## src/rtl/imm_extend_pipe.sv

```systemverilog
// Immediate extractor/extender for D, CB, B, I and IW formats, with a registered output stage and a one-entry skid buffer.
// Define IMMX_BRANCH_SHL2_EN to turn CB/B word offsets into byte offsets (left shift by 2).
module imm_extend_pipe #(
    parameter int DATA_W  = 64,
    parameter int INSTR_W = 32
) (
    input  logic               clk,
    input  logic               rst_n,
    input  logic               in_valid,
    output logic               in_ready,
    input  logic [INSTR_W-1:0] in_instr,
    input  logic [2:0]         in_fmt,
    output logic               out_valid,
    input  logic               out_ready,
    output logic [DATA_W-1:0]  out_imm,
    output logic               out_err
);

`ifdef IMMX_BRANCH_SHL2_EN
    localparam int unsigned BR_SHL = 2;
`else
    localparam int unsigned BR_SHL = 0;
`endif

    typedef struct packed {
        logic        err;
        logic [63:0] imm;
    } dec_t;

    function automatic dec_t decode(input logic [25:0] ins, input logic [2:0] fmt);
        dec_t               r;
        logic signed [63:0] s;
        r = '0;
        s = '0;
        case (fmt)
            3'd0: begin
                s     = {{55{ins[20]}}, ins[20:12]};
                r.imm = s;
            end
            3'd1: begin
                s     = {{45{ins[23]}}, ins[23:5]};
                r.imm = s <<< BR_SHL;
            end
            3'd2: begin
                s     = {{38{ins[25]}}, ins[25:0]};
                r.imm = s <<< BR_SHL;
            end
            3'd3: r.imm = {52'd0, ins[21:10]};
            3'd4: begin
                // A 32-bit result cannot hold a 16-bit chunk placed at bit 32 or 48.
                if (DATA_W == 32 && ins[22]) r.err = 1'b1;
                else r.imm = {48'd0, ins[20:5]} << {ins[22:21], 4'd0};
            end
            default: r.err = 1'b1;
        endcase
        return r;
    endfunction

    dec_t dec;
    logic unused_bits;

    assign dec         = decode(in_instr[25:0], in_fmt);
    assign unused_bits = ^{in_instr[INSTR_W-1:26], dec};

    logic              out_valid_q, out_valid_d;
    logic [DATA_W-1:0] out_imm_q, out_imm_d;
    logic              out_err_q, out_err_d;
    logic              skid_valid_q, skid_valid_d;
    logic [DATA_W-1:0] skid_imm_q, skid_imm_d;
    logic              skid_err_q, skid_err_d;
    logic              accept, drain;

    assign in_ready  = !skid_valid_q;
    assign accept    = in_valid && !skid_valid_q;
    assign drain     = out_valid_q && out_ready;
    assign out_valid = out_valid_q;
    assign out_imm   = out_imm_q;
    assign out_err   = out_err_q;

    always_comb begin
        out_valid_d  = out_valid_q;
        out_imm_d    = out_imm_q;
        out_err_d    = out_err_q;
        skid_valid_d = skid_valid_q;
        skid_imm_d   = skid_imm_q;
        skid_err_d   = skid_err_q;
        if (drain && skid_valid_q) begin
            out_imm_d    = skid_imm_q;
            out_err_d    = skid_err_q;
            skid_valid_d = 1'b0;
        end else if (accept) begin
            if (!out_valid_q || out_ready) begin
                out_valid_d = 1'b1;
                out_imm_d   = dec.imm[DATA_W-1:0];
                out_err_d   = dec.err;
            end else begin
                skid_valid_d = 1'b1;
                skid_imm_d   = dec.imm[DATA_W-1:0];
                skid_err_d   = dec.err;
            end
        end else if (drain) begin
            out_valid_d = 1'b0;
        end
    end

    always_ff @(posedge clk or negedge rst_n) begin
        if (!rst_n) begin
            out_valid_q  <= 1'b0;
            out_imm_q    <= '0;
            out_err_q    <= 1'b0;
            skid_valid_q <= 1'b0;
            skid_imm_q   <= '0;
            skid_err_q   <= 1'b0;
        end else begin
            out_valid_q  <= out_valid_d;
            out_imm_q    <= out_imm_d;
            out_err_q    <= out_err_d;
            skid_valid_q <= skid_valid_d;
            skid_imm_q   <= skid_imm_d;
            skid_err_q   <= skid_err_d;
        end
    end

endmodule

```

## config.mk

```make
export PLATFORM = sky130hd
export DESIGN_NAME = imm_extend_pipe
export DESIGN_NICKNAME = d
export VERILOG_FILES = /design/src/rtl/imm_extend_pipe.sv
export SDC_FILE = /design/constraint.sdc
export NUM_CORES = 1
export LEC_CHECK = 0
export ABC_AREA = 1
export CAP_MARGIN = 20
export CELL_PAD_IN_SITES_DETAIL_PLACEMENT = 0
export CELL_PAD_IN_SITES_GLOBAL_PLACEMENT = 1
export CORE_ASPECT_RATIO = 0.8
export CORE_MARGIN = 10
export CORE_UTILIZATION = 39
export DETAILED_ROUTE_END_ITERATION = 10
export GPL_TIMING_DRIVEN = 0
export HOLD_SLACK_MARGIN = 0.08
export PLACE_DENSITY = 0.93
export SETUP_SLACK_MARGIN = 0.4
export SLEW_MARGIN = 15
export SYNTH_ARGS = -nofsm -noshare
export SYNTH_HDL_FRONTEND = slang
export SYNTH_SLANG_ARGS = --single-unit
```

## constraint.sdc

```tcl
create_clock -name clk -period 1.75 [get_ports clk]
set_clock_uncertainty 0.15 [all_clocks]
set_input_delay 0.175 -clock clk [delete_from_list [all_inputs] [get_ports clk]]
set_output_delay 0.175 -clock clk [all_outputs]
set_load 0.1 [all_outputs]
```

Yosys cells after proc, flatten, opt, wreduce, memory -nomap -nowiden
Cells that the tools add are included.
- bits of input ports: 39
- register bits: 132
- output and inout port bits: 67
- shifts and indexed selects: 1
- reduce and logical (&&, ||, !) cells: 15
- bitwise logic cells: 2
- muxes and demuxes: 14
- eq/ne operators: 6
- operators with widths (kind ; count):
    $pmux 64 s5 ; 1
    $mux 64 ; 3
    $shl 16x6->64 ; 1
    $mux 1 ; 10
    $eq 3x2->1 const B ; 2
    $reduce_and 3->1 ; 2
    $reduce_bool 2->1 ; 3
    $reduce_or 5->1 ; 1
    $reduce_and 2->1 ; 2
    $eq 3x1->1 const B ; 1
    $eq 3x3->1 const B ; 1
    $logic_and 1x1->1 ; 3
    $logic_not 3->1 ; 1
    $logic_not 1->1 ; 2
    $ne 2x1->1 const B ; 1
    $ne 2x2->1 const B ; 1
    $not 1->1 ; 2
    $logic_or 1x1->1 ; 1

Logic depth before layout (Yosys ltp)
- depth after elaboration: 6
- gate-level depth with buffers: 11
- gate-level depth less buffers: 9

Least setup slack after synthesis
Ideal clock, no wire load.
- path type: register to register
- start point: register out_valid_q (netlist: out_valid)
- end point: register out_imm_q[0] (netlist: out_imm[0])
- cell stages (with the launch flop): 11
- data required time: 1.535 ns
- setup time: 0.065 ns
- arrival time: 1.980 ns
- period minus slack after synthesis: 2.195 ns
- path slack: -0.445 ns
- cell sequence: dfrtp_1 > inv_1 > nor2_1 > nor2_2 > nor2_1 > buf_2 > buf_2 > nand2_1 > nand2_1 > inv_1 > nand2_1
- longest elaborated chain between the ends: 4
- ends and longest elaborated chain (item ; RTL line ; text):
    from (decl) ; 65 ; logic out_valid_q, out_valid_d;
    from (signal assigned) ; 115 ; out_valid_q <= out_valid_d;
    $logic_and 1x1->1 or $logic_not 1->1 (tied branches) ; 75, 92 ;
    $logic_and 1x1->1 or $logic_or 1x1->1 (tied branches) ; 87, 92 ;
    $reduce_bool 2->1 (no line) ; - ;
    $reduce_and 2->1 (no line) ; - ;
    to (signal assigned) ; 116 ; out_imm_q <= out_imm_d;
    to (decl) ; 66 ; logic [DATA_W-1:0] out_imm_q, out_imm_d;
Parallel ways exist; a longest one is shown, timed or not.
A chain may end at the register's enable or synchronous reset.

Worst setup path in the final report
- start point: register out_valid_q (netlist: out_valid)
- end point: register out_imm_q[3] (netlist: out_imm[3])
Same word-level chain as after synthesis.

==> summary.md <==
| Metric | Value |
|---|---|
| Status | finished, violations left |
| Failing checks | negative setup slack |
| Overflow after GRT | 0 |
| Kind of critical path | reg2reg |
| Leak | 0.00628 µW |
| Via count | 7569 |
| Post-route antenna net violation count | 0 |
| Clock share of power | 14.4% |
| Root Buffer | clkbuf_16 |
| Cell Int Power | 12500 µW |
| Die Width | 172 µm |
| Crit-path leading delay family | buffers and inverters |
| Wl on met1 | 12.1 mm |
| Total CTS buffers | 17 |
| Fin. max-slew vios | 0 |
| Synth Area in XOR/XNOR | 0% |
| Die H | 141 µm |
| Layout area overhead | 59.8% |
| Reg2Reg Depth | 11 |
| Register area | 3330 µm² |
| Clk_lat worst skew | 430 ps |
| Post-DR vias/cell | 4.98 |
| Vias in the first global route | 7011 |
| Multi-input gate area | 3650 µm² |
| Main combinational cell family by area after synthesis | simple AND/OR/NAND/NOR gates |
| Net Sw Frac | 49.1% |
| Synthesized area | 7160 µm² |
| Fmax | 547 MHz |
| CP Cell Sequence | inv_4 -> nor2_4 -> nor2_4 -> buf_12 -> nor2_4 -> buf_12 -> clkbuf_16 -> nand2_1 -> nand2_1 -> inv_1 -> nand2_1 |
| Post-synthesis adder-cell area fraction | 0% |
| Final setup fails | 39 |
| Syn_nets | 1119 |
| DR top layer | met4 |
| All-Layer GR Usage | 20.9% |
| Switch Pwr | 12000 µW |
| Largest stage delay, worst path | 500 ps |
| Synth warn | 0 |
| Setup ws final | -76.7 ps |
| Starting Density | 39.6% |
| DIE AREA | 24200 µm² |
| Share of the synthesized area in the top cell type | 46.1% |
| Crit path max fanout | 8 |
| Worst-path clk slew | 60 ps |
| Initial antenna violation count | 0 |
| Leading cell type in the layout, fill and taps excluded | nand2_1 |
| Fillcell total | 1525 |
| Hold crit path type | in2async |
| Peak VDD IR | 1.41 mV |
| Cell count after synthesis | 1080 |
| # rows | 44 |
| Hold Vio Cnt, Final | 0 |
| Synthesized flop and latch total | 132 |
| Syn_area_per_cell | 6.63 µm² |
| Commonest non-fill, non-tap cells in the layout | nand2_1 (530), dfrtp_1 (112), inv_1 (82) |
| Post-DR wirelength/cell | 18.0 µm |
| Max Buffers Root-to-Sink | 2 |
| Data required, critical path | 1930 ps |
| Starting DRC count in detailed routing | 898 |
| I/O pin count | 106 |
| Cell area power density | 2140 nW/µm² |
| Final layout net count | 1317 |
| Cell variety after synth | 24 |
| Area leader, netlist | dfrtp_1 |
| CTS sink cnt | 132 |
| CTS tree | yes |
| Layout cells sized above 1 | 30.1% |
| Final period util | 104% |
| Number of diodes | 0 |
| Sequential share of power | 24.5% |
| Synth Area in Simple Gates | 43.6% |
| DRC viols | 0 |
| Buffers on Ports | 96 |
| RSZ-0062 raised after global routing | yes |
| Routability congestion estimate | 0.962 |
| Synth Area in Compound Gates | 0.978% |
| CP bufs+invs | 5 |
| WP data arrival | 2010 ps |
| Met3 Wirelength | 2.11 mm |
| First-pass GRT wire length | 39.6 mm |
| CTS H-tree lvls | 4 |
| Largest net degree at the start of global routing | 73 |
| R2R Setup Slk | -80 ps |
| Ranking of synthesized cells by area | dfrtp_1 (46%), nand2_1 (33%), inv_1 (5.3%) |
| RR Startpoint | out_valid$_DFFE_PN0P_ |
| Post-Route Setup TNS | -856 ps |
| Drt first pass iters | 5 |
| Met2 wire len | 12.8 mm |
| Comb pwr share | 61.1% |
| Max transition margin | 62.2% |
| Post-synthesis mux area share | 0% |
| Routed WL | 27.3 mm |
| CORE AREA | 18100 µm² |
| Fin crit period | 1830 ps |
| Endpoint class of the critical path | flip-flop |
| Post-synthesis sequential area ratio | 46.1% |
| Slowest CP cell | dfrtp_4 |
| Post-DP HPWL | 17.1 mm |
| Total Power | 24500 µW |
| CP Launch Type | flip-flop |
| Measured slew at the worst slew-check pin | 567 ps |
| Max Cap Viol | 0 |
| RR Endpoint | out_imm[3]$_DFFE_PN0P_ |
-- synthesized netlist by cell type --
cell      instances
o21ai_0           3
a22oi_1           1
dfrtp_1         132
nand2_1         628
nand4_1          37
buf_2            20
o211ai_1          1
buf_1            11
a21oi_1           1
nor2_8            1
clkinv_1          3
o21bai_1          4
nor2_4            1
nand3_4           2
inv_1           101
nand2_2           1
nor2_1           46
buf_4             3
clkbuf_1         20
nor2_2            4
nand3_1          53
buf_6             2
o21ai_1           1
inv_2             4
-- flip-flops by register name, summed over array words and instances, names as in the netlist --
name	cells
out_valid	1
out_err	1
out_imm	64
skid_err_q	1
skid_imm_q	64
skid_valid_q	1
-- power groups by stage --
stage	registers (µW)	clock network, µW	logic, µW
final	6000	3520	15000
after global routing	6160	3690	15700
after CTS	5810	3550	13000
after detailed placement	5430	0	10800
after global placement	5400	0	10700
after floorplan	10700	0	2760
-- per-stage QoR --
| step | hold WS (ps) | setup WS, ps | instances | utilization [%] | instance area (µm²) |
|---|---|---|---|---|---|
| floorplan | -271 | 28.8 | 1080 | - | 7290 |
| global placement | 312 | -5950 | 1406 | 47.2 | 8540 |
| detailed placement | 31.8 | -529 | 1407 | 47.3 | 8580 |
| CTS | 175 | 42.3 | 1470 | 56.8 | 10300 |
| global route | 210 | -133 | 1521 | 63.2 | 11400 |
| finish | 148 | -76.7 | 1521 | 63.2 | 11400 |
-- layout make-up --
type	count	share of cell area, %
Timing Repair Buffer	178	23.1
Clock inverter	14	1.19
Inverter	108	3.73
Multi-Input combinational cell	784	31.9
Clock buffer	18	3.75
Sequential cell	132	29.1
Buffer	56	4.68
Tap cell	230	2.51
Timing Repair inverter	1	0.0984
-- logic make-up (layout without fill, tap and decap cells) --
kind of cell,Yosys count,count (layout)
flip-flops,132,132
buffers and inverters,164,375
AND/OR/NAND/NOR,773,773
AO/OA/AOI/OAI,11,11
-- layer usage --
layer | global-route usage, % | vias up
li1 | - | 3660
met1 | 29.1 | 3615
met2 | 31.4 | 266
met3 | 5.33 | 28
met4 | 5.25 | 0
met5 | 0 | -
-- repair_timing --
action                                 CTS  global route
endpoints found under the hold margin  134             0
gates cloned                             4            13
setup endpoints to repair              198           198
pin swaps                               15            51
hold buffers                             2             0
buffers inserted                        25            38
resized for setup                      653           204
-- worst max-delay path by stage --
stage | startpoint | end | slack, ps | cells after the start
finish | out_valid$_DFFE_PN0P_ | out_imm[3]$_DFFE_PN0P_ | -80 | 11
global route | out_valid$_DFFE_PN0P_ | out_imm[3]$_DFFE_PN0P_ | -130 | 11
CTS | out_valid$_DFFE_PN0P_ | out_imm[6]$_DFFE_PN0P_ | 40 | 11
detailed placement | in_instr[22] | out_imm[23]$_DFFE_PN0P_ | -530 | 9
global placement | rst_n | out_valid$_DFFE_PN0P_ | -5950 | 1
floorplan | out_valid$_DFFE_PN0P_ | out_imm[6]$_DFFE_PN0P_ | 30 | 8
(Power assumes the default switching activity.)
